## src/rtl/seg_scan_ctrl.sv

```systemverilog
// Time-multiplexed 7-segment scan controller with a double-buffered digit store.
// Host writes land in a shadow buffer that is committed to the displayed buffer at frame boundaries.
module seg_scan_ctrl #(
    parameter int NUM_DIGITS   = 4,
    parameter int SLOT_CYCLES  = 1000,
    parameter int BLANK_CYCLES = 2,
    parameter int AW           = $clog2(NUM_DIGITS)
) (
    input  logic                  clk,
    input  logic                  rst_n,
    input  logic                  ena,
    input  logic                  wr_en,
    input  logic [AW-1:0]         wr_addr,
    input  logic [3:0]            wr_data,
    output logic [3:0]            num,
    output logic [NUM_DIGITS-1:0] digit_en_n,
    output logic                  frame_tick,
    output logic                  pending
);

    localparam int CW         = $clog2(SLOT_CYCLES);
    localparam int BLANK_LAST = BLANK_CYCLES - 1;
    localparam int SHOW_LAST  = SLOT_CYCLES - BLANK_CYCLES - 1;

    localparam logic [AW-1:0] LAST_IDX  = AW'(NUM_DIGITS - 1);
    localparam logic [AW:0]   DIGIT_CNT = (AW + 1)'(NUM_DIGITS);

    typedef enum logic [1:0] {
        IDLE  = 2'd0,
        BLANK = 2'd1,
        SHOW  = 2'd2
    } state_t;

    state_t                  state;
    state_t                  state_nxt;
    logic [CW-1:0]           cnt;
    logic [CW-1:0]           cnt_nxt;
    logic [AW-1:0]           idx;
    logic [AW-1:0]           idx_nxt;
    logic                    wrap;
    logic                    commit;
    logic                    wr_ok;
    logic [3:0]              shadow     [NUM_DIGITS];
    logic [3:0]              active     [NUM_DIGITS];
    logic [3:0]              active_nxt [NUM_DIGITS];
    logic [3:0]              num_nxt;
    logic [NUM_DIGITS-1:0]   en_nxt;

    assign wr_ok  = wr_en && ({1'b0, wr_addr} < DIGIT_CNT);
    assign commit = wrap && pending;

    always_ff @(posedge clk or negedge rst_n) begin
        if (!rst_n) begin
            state <= IDLE;
            cnt   <= '0;
            idx   <= '0;
        end else begin
            state <= state_nxt;
            cnt   <= cnt_nxt;
            idx   <= idx_nxt;
        end
    end

    // Dropping ena wins over every sequencing decision, including the frame wrap.
    always_comb begin
        state_nxt = state;
        cnt_nxt   = cnt + 1'b1;
        idx_nxt   = idx;
        wrap      = 1'b0;
        if (!ena) begin
            state_nxt = IDLE;
            cnt_nxt   = '0;
            idx_nxt   = '0;
        end else begin
            case (state)
                IDLE: begin
                    state_nxt = BLANK;
                    cnt_nxt   = '0;
                    idx_nxt   = '0;
                end
                BLANK: begin
                    if (cnt == CW'(BLANK_LAST)) begin
                        state_nxt = SHOW;
                        cnt_nxt   = '0;
                    end
                end
                SHOW: begin
                    if (cnt == CW'(SHOW_LAST)) begin
                        state_nxt = BLANK;
                        cnt_nxt   = '0;
                        if (idx == LAST_IDX) begin
                            idx_nxt = '0;
                            wrap    = 1'b1;
                        end else begin
                            idx_nxt = idx + 1'b1;
                        end
                    end
                end
                default: begin
                    state_nxt = IDLE;
                    cnt_nxt   = '0;
                    idx_nxt   = '0;
                end
            endcase
        end
    end

    // Outputs are computed from the next state so they register on the same edge as the state.
    always_comb begin
        for (int i = 0; i < NUM_DIGITS; i++) begin
            active_nxt[i] = commit ? shadow[i] : active[i];
        end
        num_nxt = 4'd0;
        en_nxt  = '1;
        case (state_nxt)
            BLANK: num_nxt = active_nxt[idx_nxt];
            SHOW: begin
                num_nxt         = active_nxt[idx_nxt];
                en_nxt[idx_nxt] = 1'b0;
            end
            default: ;
        endcase
    end

    // The commit copies the pre-write shadow, so a colliding write stays pending for the next frame.
    always_ff @(posedge clk or negedge rst_n) begin
        if (!rst_n) begin
            num        <= 4'd0;
            digit_en_n <= '1;
            frame_tick <= 1'b0;
            pending    <= 1'b0;
            for (int i = 0; i < NUM_DIGITS; i++) begin
                shadow[i] <= 4'd0;
                active[i] <= 4'd0;
            end
        end else begin
            num        <= num_nxt;
            digit_en_n <= en_nxt;
            frame_tick <= wrap;
            pending    <= wr_ok | (pending & ~commit);
            for (int i = 0; i < NUM_DIGITS; i++) begin
                active[i] <= active_nxt[i];
            end
            if (wr_ok) begin
                shadow[wr_addr] <= wr_data;
            end
        end
    end

endmodule
```

## config.mk

```make
export PLATFORM = sky130hd
export DESIGN_NAME = seg_scan_ctrl
export DESIGN_NICKNAME = d
export VERILOG_FILES = /design/src/rtl/seg_scan_ctrl.sv
export SDC_FILE = /design/constraint.sdc
export NUM_CORES = 1
export LEC_CHECK = 0
export ABC_AREA = 1
export CAP_MARGIN = 5
export CORE_ASPECT_RATIO = 0.7
export CORE_MARGIN = 2
export CORE_UTILIZATION = 62
export CTS_CLUSTER_SIZE = 40
export DETAILED_ROUTE_END_ITERATION = 7
export PLACE_DENSITY = 0.84
export SLEW_MARGIN = 20
export SYNTH_ARGS = -nofsm -noshare
export SYNTH_HDL_FRONTEND = slang
export SYNTH_SLANG_ARGS = --single-unit
```

## constraint.sdc

```tcl
create_clock -name clk -period 4.02 [get_ports clk]
set_input_delay 0.603 -clock clk [delete_from_list [all_inputs] [get_ports clk]]
set_output_delay 0.603 -clock clk [all_outputs]
set_load 0.1 [all_outputs]
```

[Word level (Yosys, flattened, before mapping)]
Index checks and enable logic that the tools add are counted.
Word-level totals
  register bits after elaboration: 56
  latch bits: 0
  bits of input ports: 10
  memories kept: 0
  ROM bits: 0
  word-level logic and storage cells: 70
  RAM bits: 0
Cells by class
  add/sub/neg operators: 2
  $mul: 0
  divide/modulo/power cells: 0
  reductions and logical operators: 5
  shift-type cells: 0
  bitwise gates (word level): 6
  equal/unequal tests: 7
  muxes and demuxes: 30
  $lt $le $gt $ge: 5
Operators by type and width (count)
  4-bit two-way mux: 9
  10-bit two-way mux: 3
  10-bit case mux with 2 select lines: 1
  16-bit bitwise mux: 1
  2-bit two-way mux: 6
  10-bit by 1-bit adder with 10-bit output (second input constant): 1
  10-bit by 1-bit equality test with 1-bit output (second input constant): 1
  10-bit equality test (second input constant): 1
  4-bit binary-select mux with 2-bit select: 1
  4-bit demux with 2-bit select: 1
  2-bit equality test (second input constant): 3
  3-bit greater-or-equal comparator (second input constant): 2
  2-bit inverter with 3-bit output: 2
  2-bit case mux with 3 select lines: 1
  1-bit two-way mux: 5
  2-bit by 1-bit equality test with 1-bit output (second input constant): 2
  4-bit inverter: 1
  2-bit case mux with 2 select lines: 1
  1-bit logical AND: 3
  2-bit by 3-bit < comparator with 1-bit output (second input constant): 1
  3-bit by 1-bit < comparator with 1-bit output (second input constant): 1
  2-bit by 1-bit adder with 2-bit output (second input constant): 1
  1-bit demux with 2-bit select: 1
  2-bit by 1-bit greater-or-equal comparator with 1-bit output (second input constant): 1
  other kinds (5): 5

[Logic depth before layout (Yosys ltp)]
  depth in word-level cells: 11
  mapped depth: 14
  mapped depth without buffers: 13

[Least setup slack after synthesis]
OpenSTA, ideal clock, no wires.
  kind: register to register
  start: register pending
  end: register num[0]
  path slack: 2103 ps
  cell stages (with the launch flop): 10
  data arrival time: 1796 ps
  clock period less this slack: 1917 ps
  required time: 3899 ps
  path through: dfrtp_1 -> buf_2 -> nand3_4 -> buf_6 -> nand2_2 -> nand2_2 -> nand2_1 -> nand2_1 -> nand2_1 -> a21oi_1
RTL lines
  start, declared: line 18  | output logic pending
  start signal, assigned: line 140  | pending <= wr_ok | (pending & ~commit);
  end signal, assigned: line 137  | num <= num_nxt;
  end, declared: line 15  | output logic [3:0] num,

[Worst setup path in the final report]
  start: register pending
  end: output pending
No word-level cell between the ends.

==> results.yml <==
routing:
  num_vias: 2037
  wl_um: 5470
  drc: 0
  antenna_left: 0
  dr.pass1.iters: 4
  via_per_inst: 5.49
  drt_iter0_markers: 243
  post_drt_wl_per_cell_um: 14.7
clock_tree:
  cts_tree: "yes"
  cts_resized: 0
  insertion_delay_ps: 310
  cts_sinks: 56
  hold_buffers: 0
  cts_root_buffer: "clkbuf_8"
  cts.reportedPaths.clkPinSlew_ps: 90
  cts_setup_buffers: 0
  htree_levels: 2
  cts_buffers: 5
  clockBufferDepth: 2
timing:
  setup_viol: 0
  timing.fmax_ghz: 0.345
  fin_setup_tns_ps: 0
  finalCritPeriodShare_pct: 72.2
  drv_slew: 0
  period_minus_slack_ps: 2900
  worstMarginPinSlew_ps: 971
  fin_ws_ps: 1120
  fin_skew_ps: 7.45
  finalHoldViolCount: 0
  grt_setup_unrepaired: "no"
  slew_headroom_pct: 35.1
setup_path:
  reg2reg_depth: 11
  max_stage_delay_ps: 1260
  cp.arrival_ps: 2300
  crit_path_end_kind: "output pin"
  worstSetupPathType: "flop to output pin"
  crit_slowest_cell: "clkdlybuf4s50_1"
  path_cells: "clkdlybuf4s50_1"
  regToRegStartpoint: "state[0]$_DFF_PN0_"
  cp_top_family: "buffers and inverters"
  start_kind: "flop"
  ff2ff_setup_slack_ps: 1760
  reg2reg_to: "num[1]$_DFF_PN0_"
  crit_required_ps: 3420
  crit_buf_inv: 1
  crit_path_max_fanout: 19
placement:
  place_ws_ps: 1350
  dp.cells: 363
  io_buffers: 19
  routabilityCongestion: 0.797
  hpwl_um: 4000
power_and_ir_drop:
  p_seq_share_pct: 58.6
  intPower_mw: 0.800
  powerDensity_nw_per_um2: 342
  p_comb_share_pct: 6.5
  power_mw: 1.04
  power_frac_clock_pct: 34.9
  p_leak_nw: 1.46
  peakVddDrop_v: 0.000228
  switchingPower_mw: 0.238
  switching_share_pct: 22.9
yosys:
  async_reset_ff_share_pct: 100
  ys_seq_area_share_pct: 51.7
  syn_avg_cell_area_um2: 9.26
  syn_area_um2: 2720
  synth_edf_count: 0
  synth.distinct_cells: 33
  synth_warnings: 0
  synth_ff_type: "dfrtp_1"
  synth_cells: 294
  syn_nets: 312
  ys_ff_latch: 56
final_layout:
  antenna_cells: 0
  drive_gt1_share_pct: 16.8
  nets: 333
  num-fill-cells: 329
  fin_cells: 371
  area_growth_pct: 11.4
outcome:
  status: "completed"
grt:
  grt_first_pass_wirelength_um: 9230
  antenna_found_initial: 0
  grt_pass1_vias: 1853
  grt_max_degree: 38
  grt_overflow: 0
  grt.total_usage_pct: 24.1
die:
  placeableCoreArea_um2: 4280
  die_w_um: 83.2
  die_y_um: 59.4
  num_rows: 20
  die_area_um2: 4950
  initial_core_util_pct: 63.6
  ios: 20
flow_run:
  maxCapViolations: 0
worst_hold_path:
  hold_class: "input pin to async pin"
worst reg2reg max path: stages (launching register included):
cell and delay [ps]:
dfrtp_1 430, inv_1 100, ha_1 260, inv_2 90, nor3_4 480, nand3_4 320, nand2_1 150, nand2_1 80
nand2_1 60, nand2_1 60, nand2_1 50, a21oi_1 70
stage by stage:
| step | hold slack, ps | utilization, % | instance area (µm²) |
|---|---|---|---|
| floorplan | 307 | - | 2720 |
| global placement | 458 | 68.4 | 2930 |
| detailed placement | 458 | 68.4 | 2930 |
| CTS | 415 | 70.9 | 3030 |
| global route | 444 | 70.9 | 3030 |
| finish | 383 | 70.9 | 3030 |
cell usage after synthesis, types with 3 or more instances:
cell     instances  area [µm²]
nand2_1         78         293
nor3_1           4        20.0
nor2_1          12        45.0
dfstp_2          4         105
o21ai_0         18        90.1
ha_1             8         100
inv_1           22        82.6
nand3_4          3        52.6
nand4_1         18         113
nand2_2         24         150
dfrtp_1         52        1300
a21oi_1          7        35.0
inv_2            5        18.8
nand3_1         12        60.1
how the worst max path moves through the flow:
stage,startpoint,to,slack (ps),cells past startpoint
global placement,ena,num[1]$_DFF_PN0_,1420,10
floorplan,pending$_DFF_PN0_,num[0]$_DFF_PN0_,2100,9
global route,pending$_DFF_PN0_,pending,1030,1
detailed placement,ena,num[1]$_DFF_PN0_,1350,10
finish,pending$_DFF_PN0_,pending,1120,1
CTS,pending$_DFF_PN0_,pending,1120,1
power groups by stage:
stage,sequential (mW),clock (mW),combinational [mW]
2_1_floorplan,0.614,0,0.0359
3_3_place_gp,0.618,0,0.0643
3_5_place_dp,0.620,0,0.0683
4_1_cts,0.609,0.365,0.0686
5_1_grt,0.613,0.391,0.0781
6_report,0.609,0.362,0.0672
area by class of cell:
| cell class | count | area, µm² | area share [%] |
|---|---|---|---|
| sequential | 56 | 1410 | 46.4 |
| multi-input combinational | 205 | 1160 | 38.1 |
| timing repair buffer | 20 | 193 | 6.35 |
| inverter | 27 | 101 | 3.34 |
| clock buffer | 6 | 72.6 | 2.39 |
| tap | 55 | 68.8 | 2.27 |
| clock inverter | 2 | 35.0 | 1.15 |
flip-flops by register name, indices dropped and copies added (netlist names):
| signal | cells |
|---|---|
| state | 2 |
| shadow | 16 |
| active | 16 |
| idx | 2 |
| digit_en_n | 4 |
| num | 4 |
| cnt | 10 |
| pending | 1 |
| frame_tick | 1 |
cells by family (layout without fill, tap and decap cells):
logic type	Yosys count	count (layout)	share of synthesized area, %
AO/OA/AOI/OAI	33	33	7.26
XOR/XNOR	3	3	0.965
adder cells (fa/ha/maj)	8	8	3.68
buffers and inverters	33	55	5.84
flip-flops	56	56	51.7
AND/OR/NAND/NOR	161	161	30.6
layer usage:
| metal | part of all wire [%] | track usage, % | up-vias |
|---|---|---|---|
| met1 | 52 | 37.6 | 981 |
| met3 | 4.3 | 5.29 | 4 |
| met4 | 0.57 | 5.39 | 0 |
| met2 | 43 | 34.6 | 53 |
| li1 | - | - | 999 |
| met5 | 0 | 0 | - |
placed cells by master, fill, tap and decap left out:
cell type,synthesis,layout
nor2_8,1,1
o21bai_1,1,1
nor2_4,2,2
buf_4,2,1
ha_1,8,8
nand3b_1,1,1
a21oi_2,1,1
inv_1,22,22
nand2_1,78,78
o21ai_0,18,18
nor2_1,12,12
nand3_1,12,12
nand2_2,24,24
clkdlybuf4s50_1,0,18
dfstp_2,4,4
a21oi_4,1,1
clkinv_2,0,1
a21oi_1,7,7
o21a_1,1,1
o21ai_2,2,2
buf_2,1,1
clkbuf_8,0,5
nand3_4,3,3
nor4_1,1,1
xnor2_1,1,1
nor3_1,4,4
and2_1,2,2
clkbuf_1,0,1
xor2_1,2,2
inv_2,5,5
nor3_4,1,1
nor3b_1,2,2
nand4_1,18,18
a211oi_1,2,2
bufinv_16,0,1
dfrtp_1,52,52
(Power assumes the default switching activity.)
